File: config.mk
export PLATFORM = sky130hd
export DESIGN_NAME = weight_wr_ctrl_flat
export DESIGN_NICKNAME = d
export VERILOG_FILES = /design/src/rtl/weight_wr_ctrl_if.sv /design/src/rtl/weight_wr_ctrl.sv /design/src/flat_wrapper.sv
export SDC_FILE = /design/constraint.sdc
export NUM_CORES = 1
export LEC_CHECK = 0
export ABC_AREA = 0
export ABC_CLOCK_PERIOD_IN_PS = 6540
export BUFFER_PORTS_ARGS = -buffer_cell sky130_fd_sc_hd__buf_2
export CAP_MARGIN = 20
export CORE_MARGIN = 4
export CORE_UTILIZATION = 30
export DETAILED_ROUTE_END_ITERATION = 8
export GPL_TIMING_DRIVEN = 0
export REMOVE_ABC_BUFFERS = 1
export SETUP_SLACK_MARGIN = 0.1
export SLEW_MARGIN = 20
export SYNTH_ARGS = -nofsm -noshare
export SYNTH_HDL_FRONTEND = slang
export SYNTH_SLANG_ARGS = --single-unit
export TNS_END_PERCENT = 20
File: constraint.sdc
create_clock -name sys_clk -period 6.54 [get_ports sys_clk]
set_input_delay 0.981 -clock sys_clk [delete_from_list [all_inputs] [get_ports sys_clk]]
set_output_delay 0.981 -clock sys_clk [all_outputs]
set_load 0.01 [all_outputs]
File: src/rtl/weight_wr_ctrl_if.sv
// Weight write controller bus: job request, byte stream in, array write port
// and sparsity/status out. master = job/data source, slave = controller.
interface weight_wr_ctrl_if #(
  parameter int COL_W = 8
);
  logic             start;
  logic [COL_W-1:0] col_num;
  logic             in_valid;
  logic [7:0]       in_data;
  logic             in_ready;
  logic             wr_en;
  logic [COL_W+2:0] wr_addr;
  logic [8:0]       wr_data;
  logic [7:0]       sp_mask;
  logic             mask_valid;
  logic [COL_W+3:0] sp_total;
  logic             busy;
  logic             done;

  modport master (
    output start, col_num, in_valid, in_data,
    input  in_ready, wr_en, wr_addr, wr_data, sp_mask, mask_valid,
           sp_total, busy, done
  );

  modport slave (
    input  start, col_num, in_valid, in_data,
    output in_ready, wr_en, wr_addr, wr_data, sp_mask, mask_valid,
           sp_total, busy, done
  );
endinterface

File: src/rtl/weight_wr_ctrl.sv
// Weight write controller: collects 8 weight bytes per column, tags zero
// bytes as sparse, then writes the column into the weight array.
// Optional feature macro: WEIGHT_SKIP_ZERO_EN -- when defined, zero bytes are
// skipped during WRITE (an all-zero column takes one idle WRITE cycle).
module weight_wr_ctrl #(
  parameter int COL_W = 8
) (
  input  logic            sys_clk,
  input  logic            rst_n,
  input  logic            sys_en,
  weight_wr_ctrl_if.slave bus
);

  typedef enum logic [1:0] {IDLE, LOAD, WRITE, DONE} state_t;

  state_t            state_q, state_d;
  logic [COL_W-1:0]  col_idx_q, col_idx_d;
  logic [COL_W-1:0]  col_num_q, col_num_d;
  logic [2:0]        byte_idx_q, byte_idx_d;
  logic [7:0][7:0]   wbuf_q, wbuf_d;
  logic [7:0]        mask_q, mask_d;
  logic [7:0]        sp_mask_q, sp_mask_d;
  logic [COL_W+3:0]  sp_total_q, sp_total_d;
  logic              mask_valid_q, mask_valid_d;
  logic              zero_byte;
  logic              last_byte;
  logic              in_write;
  logic [7:0]        cur_byte;

`ifdef WEIGHT_SKIP_ZERO_EN
  logic [3:0]        nxt;

  // First nonzero byte index at or above 'from'; 8 means none left
  function automatic logic [3:0] next_nz(input logic [7:0] m, input logic [3:0] from);
    logic [3:0] r;
    r = 4'd8;
    for (int k = 7; k >= 0; k--) begin
      if (4'(k) >= from && !m[k]) r = 4'(k);
    end
    return r;
  endfunction
`endif

  // Next-state logic; with sys_en low every register keeps its value
  always_comb begin
    state_d      = state_q;
    col_idx_d    = col_idx_q;
    col_num_d    = col_num_q;
    byte_idx_d   = byte_idx_q;
    wbuf_d       = wbuf_q;
    mask_d       = mask_q;
    sp_mask_d    = sp_mask_q;
    sp_total_d   = sp_total_q;
    mask_valid_d = mask_valid_q;
    zero_byte    = (bus.in_data == 8'd0);
    last_byte    = 1'b0;
`ifdef WEIGHT_SKIP_ZERO_EN
    nxt          = 4'd0;
`endif
    if (sys_en) begin
      case (state_q)
        IDLE: begin
          if (bus.start) begin
            col_idx_d  = '0;
            byte_idx_d = 3'd0;
            sp_total_d = '0;
            sp_mask_d  = 8'd0;
            col_num_d  = bus.col_num;
            state_d    = (bus.col_num == '0) ? DONE : LOAD;
          end
        end
        LOAD: begin
          if (bus.in_valid) begin
            wbuf_d[byte_idx_q] = bus.in_data;
            mask_d[byte_idx_q] = zero_byte;
            sp_total_d         = sp_total_q + (COL_W+4)'(zero_byte);
            if (byte_idx_q == 3'd7) begin
              state_d      = WRITE;
              sp_mask_d    = mask_d;
              mask_valid_d = 1'b1;
`ifdef WEIGHT_SKIP_ZERO_EN
              nxt          = next_nz(mask_d, 4'd0);
              byte_idx_d   = nxt[2:0];
`else
              byte_idx_d   = 3'd0;
`endif
            end else begin
              byte_idx_d = byte_idx_q + 3'd1;
            end
          end
        end
        WRITE: begin
          mask_valid_d = 1'b0;
`ifdef WEIGHT_SKIP_ZERO_EN
          nxt       = next_nz(mask_q, {1'b0, byte_idx_q} + 4'd1);
          last_byte = nxt[3];
`else
          last_byte = (byte_idx_q == 3'd7);
`endif
          if (last_byte) begin
            if (col_idx_q == col_num_q - COL_W'(1)) begin
              state_d = DONE;
            end else begin
              col_idx_d  = col_idx_q + COL_W'(1);
              byte_idx_d = 3'd0;
              state_d    = LOAD;
            end
          end else begin
`ifdef WEIGHT_SKIP_ZERO_EN
            byte_idx_d = nxt[2:0];
`else
            byte_idx_d = byte_idx_q + 3'd1;
`endif
          end
        end
        DONE: state_d = IDLE;
        default: state_d = IDLE;
      endcase
    end
  end

  // State registers, cleared asynchronously so a reset aborts any job
  always_ff @(posedge sys_clk or negedge rst_n) begin
    if (!rst_n) begin
      state_q      <= IDLE;
      col_idx_q    <= '0;
      col_num_q    <= '0;
      byte_idx_q   <= 3'd0;
      wbuf_q       <= '0;
      mask_q       <= 8'd0;
      sp_mask_q    <= 8'd0;
      sp_total_q   <= '0;
      mask_valid_q <= 1'b0;
    end else begin
      state_q      <= state_d;
      col_idx_q    <= col_idx_d;
      col_num_q    <= col_num_d;
      byte_idx_q   <= byte_idx_d;
      wbuf_q       <= wbuf_d;
      mask_q       <= mask_d;
      sp_mask_q    <= sp_mask_d;
      sp_total_q   <= sp_total_d;
      mask_valid_q <= mask_valid_q ? mask_valid_d : mask_valid_d;
    end
  end

  // Outputs decoded from registered state; strobes are squashed while disabled
  always_comb begin
    in_write = (state_q == WRITE);
    cur_byte = wbuf_q[byte_idx_q];
    bus.in_ready   = sys_en && (state_q == LOAD);
`ifdef WEIGHT_SKIP_ZERO_EN
    bus.wr_en      = sys_en && in_write && !mask_q[byte_idx_q];
`else
    bus.wr_en      = sys_en && in_write;
`endif
    bus.wr_addr    = in_write ? {col_idx_q, byte_idx_q} : '0;
    bus.wr_data    = in_write ? {(cur_byte == 8'd0), cur_byte} : 9'd0;
    bus.sp_mask    = sp_mask_q;
    bus.mask_valid = sys_en && mask_valid_q;
    bus.sp_total   = sp_total_q;
    bus.busy       = (state_q != IDLE);
    bus.done       = sys_en && (state_q == DONE);
  end

endmodule
File: src/flat_wrapper.sv
// flat-port wrapper written by rule: the top's interface ports become plain ports
module weight_wr_ctrl_flat 
#(
  parameter int COL_W = 8
)
  (sys_clk, rst_n, sys_en, bus_start, bus_col_num, bus_in_valid, bus_in_data, bus_in_ready, bus_wr_en, bus_wr_addr, bus_wr_data, bus_sp_mask, bus_mask_valid, bus_sp_total, bus_busy, bus_done);
  weight_wr_ctrl_if #(.COL_W(COL_W)) bus_i ();
  input  logic sys_clk;
  input  logic rst_n;
  input  logic sys_en;
  input wire logic [$bits(bus_i.start)-1:0] bus_start;
  input wire logic [$bits(bus_i.col_num)-1:0] bus_col_num;
  input wire logic [$bits(bus_i.in_valid)-1:0] bus_in_valid;
  input wire logic [$bits(bus_i.in_data)-1:0] bus_in_data;
  output wire logic [$bits(bus_i.in_ready)-1:0] bus_in_ready;
  output wire logic [$bits(bus_i.wr_en)-1:0] bus_wr_en;
  output wire logic [$bits(bus_i.wr_addr)-1:0] bus_wr_addr;
  output wire logic [$bits(bus_i.wr_data)-1:0] bus_wr_data;
  output wire logic [$bits(bus_i.sp_mask)-1:0] bus_sp_mask;
  output wire logic [$bits(bus_i.mask_valid)-1:0] bus_mask_valid;
  output wire logic [$bits(bus_i.sp_total)-1:0] bus_sp_total;
  output wire logic [$bits(bus_i.busy)-1:0] bus_busy;
  output wire logic [$bits(bus_i.done)-1:0] bus_done;
  assign bus_i.start = bus_start;
  assign bus_i.col_num = bus_col_num;
  assign bus_i.in_valid = bus_in_valid;
  assign bus_i.in_data = bus_in_data;
  assign bus_in_ready = bus_i.in_ready;
  assign bus_wr_en = bus_i.wr_en;
  assign bus_wr_addr = bus_i.wr_addr;
  assign bus_wr_data = bus_i.wr_data;
  assign bus_sp_mask = bus_i.sp_mask;
  assign bus_mask_valid = bus_i.mask_valid;
  assign bus_sp_total = bus_i.sp_total;
  assign bus_busy = bus_i.busy;
  assign bus_done = bus_i.done;
  weight_wr_ctrl #(.COL_W(COL_W)) u_core (.sys_clk(sys_clk), .rst_n(rst_n), .sys_en(sys_en), .bus(bus_i));
endmodule
==> impl_metrics.tcl <==
set metrics [dict create \
    ys_top_cells_by_area "dfrtp_1 (49%), mux2_2 (16%), and2_1 (3.2%)" \
    ctsResizeCount 0 \
    synth_area_um2 5831 \
    viasPerCell 5.138 \
    ctsHoldBuffers 0 \
    ys.warnings.count 0 \
    grt_max_degree 72 \
    p_leak_nw 3.223 \
    rsz0062_at_grt "no" \
    cts_max_level 4 \
    rr_startpoint "u_core.state_q[1]" \
    final_common_cell "dfrtp_1" \
    ios 66 \
    die_y_um 147.4 \
    p_switching_w 0.001009 \
    syn-instance-count 511 \
    worstPathArrival_ps 3170 \
    hold_viol 0 \
    async_reset_ff_share_pct 100.0 \
    synth_area_leader_cell "dfrtp_1" \
    dieArea_um2 21730 \
    min_period_over_period_pct 63.51 \
    drt-initial-drc-count 266 \
    fin_skew_ps 14.54 \
    fin_tns_setup_ps 0 \
    areaGrowthSynthToFinish_pct 20.56 \
    fin_crit_ps 4154 \
    switching_share_pct 35.41 \
    ys_types 53 \
    pwr-share-comb_pct 30.9 \
    synth_top_cell_area_share_pct 48.93 \
    grt_pass1_wl_um 24090 \
    vias 4357 \
    startpoint_type "flip-flop" \
    startpoint "u_core.byte_idx_q[0]" \
    internal_power_w 0.001840 \
    ant_nets 0 \
    avgSynthCellArea_um2 11.41 \
    fin_nets 605 \
    drt-total-wl_um 14970 \
    multiInputGateArea_um2 2849 \
    r2r-end "u_core.wbuf_q[29]" \
    r2r_slack_ps 3470 \
    p_seq_share_pct 38.3 \
    cts_setup_buffers 0 \
    mostFrequentLayoutCells "dfrtp_1 (112), mux2_2 (83), buf_2 (64)" \
    status "complete, no violations" \
    cp_max_fo 29 \
    power.density_nw_per_um2 405.2 \
    synth-edff-count 0 \
    cts_tree "built" \
    ir_worst_vdd_mv 0.2229 \
    port-buffer-count 65 \
    required_ps 5560 \
    synthFlopType "dfrtp_1" \
    fmax_ghz 0.2408 \
    maxCapViolCount 0 \
    initial_utilization_pct 30.86 \
    worstMarginPinSlew_ps 1150 \
    clockPowerShare_pct 30.7 \
    drive_gt1_share_pct 35.09 \
    path_class "reg -> out" \
    clockBufferDepth 2 \
    first_global_vias 4549 \
    hold_class "in -> async" \
    die_w_um 147.4 \
    cts_buffers 17 \
    setup_viol 0 \
    ys_ff_latch 114 \
    numClockSinks 114 \
    core_um2 18890 \
    fillers 1863 \
    slew_viol_final 0 \
    seqCellArea_um2 2855 \
    gp_congestion 0.7702 \
    cts.clk_slew.worst_paths_ps 60 \
    wl_per_cell_um 17.65 \
    antenna_found_initial 0 \
    insertion_delay_ps 420 \
    core.rowCount 50 \
    overflow 0 \
    dp_hpwl_um 10120 \
    whs_ps 491.0 \
    ff2ff_path_depth 6 \
    drc_errors 0 \
    crit_path_end_kind "primary output" \
    slew_headroom_pct 23.02 \
    grt_util_all_layers_pct 13.86 \
    first_pass_iters 5 \
    clockRootBuffer "clkbuf_16" \
    ys_seq_area_share_pct 48.93 \
]
## synth_stat cells (2+ instances only)
| cell type | n |
|---|---|
| nand3b_1 | 2 |
| a21oi_1 | 10 |
| mux2i_1 | 13 |
| xnor2_1 | 7 |
| nand2b_1 | 3 |
| and3_1 | 2 |
| a311oi_1 | 2 |
| mux2_2 | 83 |
| or4_4 | 2 |
| a221o_1 | 2 |
| and3b_1 | 2 |
| nand4_1 | 2 |
| dfrtp_1 | 114 |
| nand3_1 | 17 |
| xor2_1 | 10 |
| clkbuf_1 | 19 |
| o22ai_1 | 2 |
| or4_1 | 2 |
| o21ai_0 | 21 |
| a211oi_1 | 6 |
| o31ai_1 | 5 |
| nor4_1 | 5 |
| a21o_1 | 2 |
| nor2b_1 | 7 |
| mux4_2 | 4 |
| or2_2 | 4 |
| a221oi_1 | 9 |
| and2_1 | 30 |
| ha_1 | 10 |
| nor2_1 | 35 |
| nand2_1 | 28 |
| a22o_1 | 9 |
| inv_1 | 13 |
| or3_1 | 3 |
| nor3_1 | 4 |
| a32o_1 | 2 |
| buf_2 | 3 |
| nor3b_1 | 2 |
## layer usage
metal / GRT usage, % / wire length, µm
met5: 0 / 0
met4: 4.334 / 185
met3: 3.066 / 736
met2: 22.67 / 7149
met1: 18.42 / 6899
## worst max path at each step
stage	endpoint	slack (ps)	cells past startpoint
2_1_floorplan	bus_wr_data[8]	3140	5
3_3_place_gp	bus_wr_data[8]	2210	6
3_5_place_dp	u_core.bus.sp_total[8]	2440	10
4_1_cts	bus_wr_data[8]	2320	6
5_1_grt	bus_wr_data[8]	2180	6
6_report	bus_wr_data[8]	2390	6
## sequential cells by signal, summed over array words and instances (netlist names), 2 cells and up
| register | count |
|---|---|
| u_core.bus.sp_total | 12 |
| u_core.byte_idx_q | 3 |
| u_core.state_q | 2 |
| u_core.col_num_q | 8 |
| u_core.wbuf_q | 64 |
| u_core.mask_q | 8 |
| u_core.bus.sp_mask | 8 |
| u_core.col_idx_q | 8 |
## layout make-up
| type | count | area share (%) |
|---|---|---|
| inverter | 13 | 0.6942 |
| timing repair buffer | 67 | 5.500 |
| sequential | 114 | 40.62 |
| clock inverter | 15 | 1.940 |
| tap | 260 | 4.628 |
| clock buffer | 17 | 6.052 |
| multi-input combinational | 361 | 40.53 |
| antenna | 1 | 0.03560 |
## critical path, stage by stage, from the launching register on
cell	delay, ps
dfrtp_1	1060
nor2b_1	410
a221oi_1	370
o21ai_0	220
or3_1	370
nor4_1	160
buf_2	170
## metrics by stage
stage | instances | total power, W | utilization (%) | worst slack, ps | area [µm²]
2_1_floorplan | 488 | 0.001674 | - | 3141 | 5741
3_3_place_gp | 813 | 0.001921 | 33.83 | 2209 | 6391
3_5_place_dp | 815 | 0.001981 | 34.16 | 2438 | 6454
4_1_cts | 847 | 0.002871 | 37.13 | 2323 | 7015
5_1_grt | 847 | 0.003017 | 37.19 | 2185 | 7027
6_report | 848 | 0.002848 | 37.21 | 2386 | 7029
## kinds of logic after synthesis
kind of cell | count (synthesis) | synth area share (%)
mux | 100 | 19.81
fa+ha+maj | 10 | 2.146
compound gates | 81 | 10.37
xor+xnor | 17 | 2.554
buf+inv | 36 | 2.382
flops | 114 | 48.93
simple gates | 153 | 13.82
## power groups by stage
stage | Combinational [W] | Clock [W] | Sequential (W)
finish | 0.000881 | 0.000876 | 0.00109
global route | 0.000975 | 0.000924 | 0.00112
CTS | 0.000886 | 0.000896 | 0.00109
detailed placement | 0.000880 | 0 | 0.00110
global placement | 0.000827 | 0 | 0.00109
floorplan | 0.000636 | 0 | 0.00104
No activity file was read; power rests on OpenSTA's default activity.
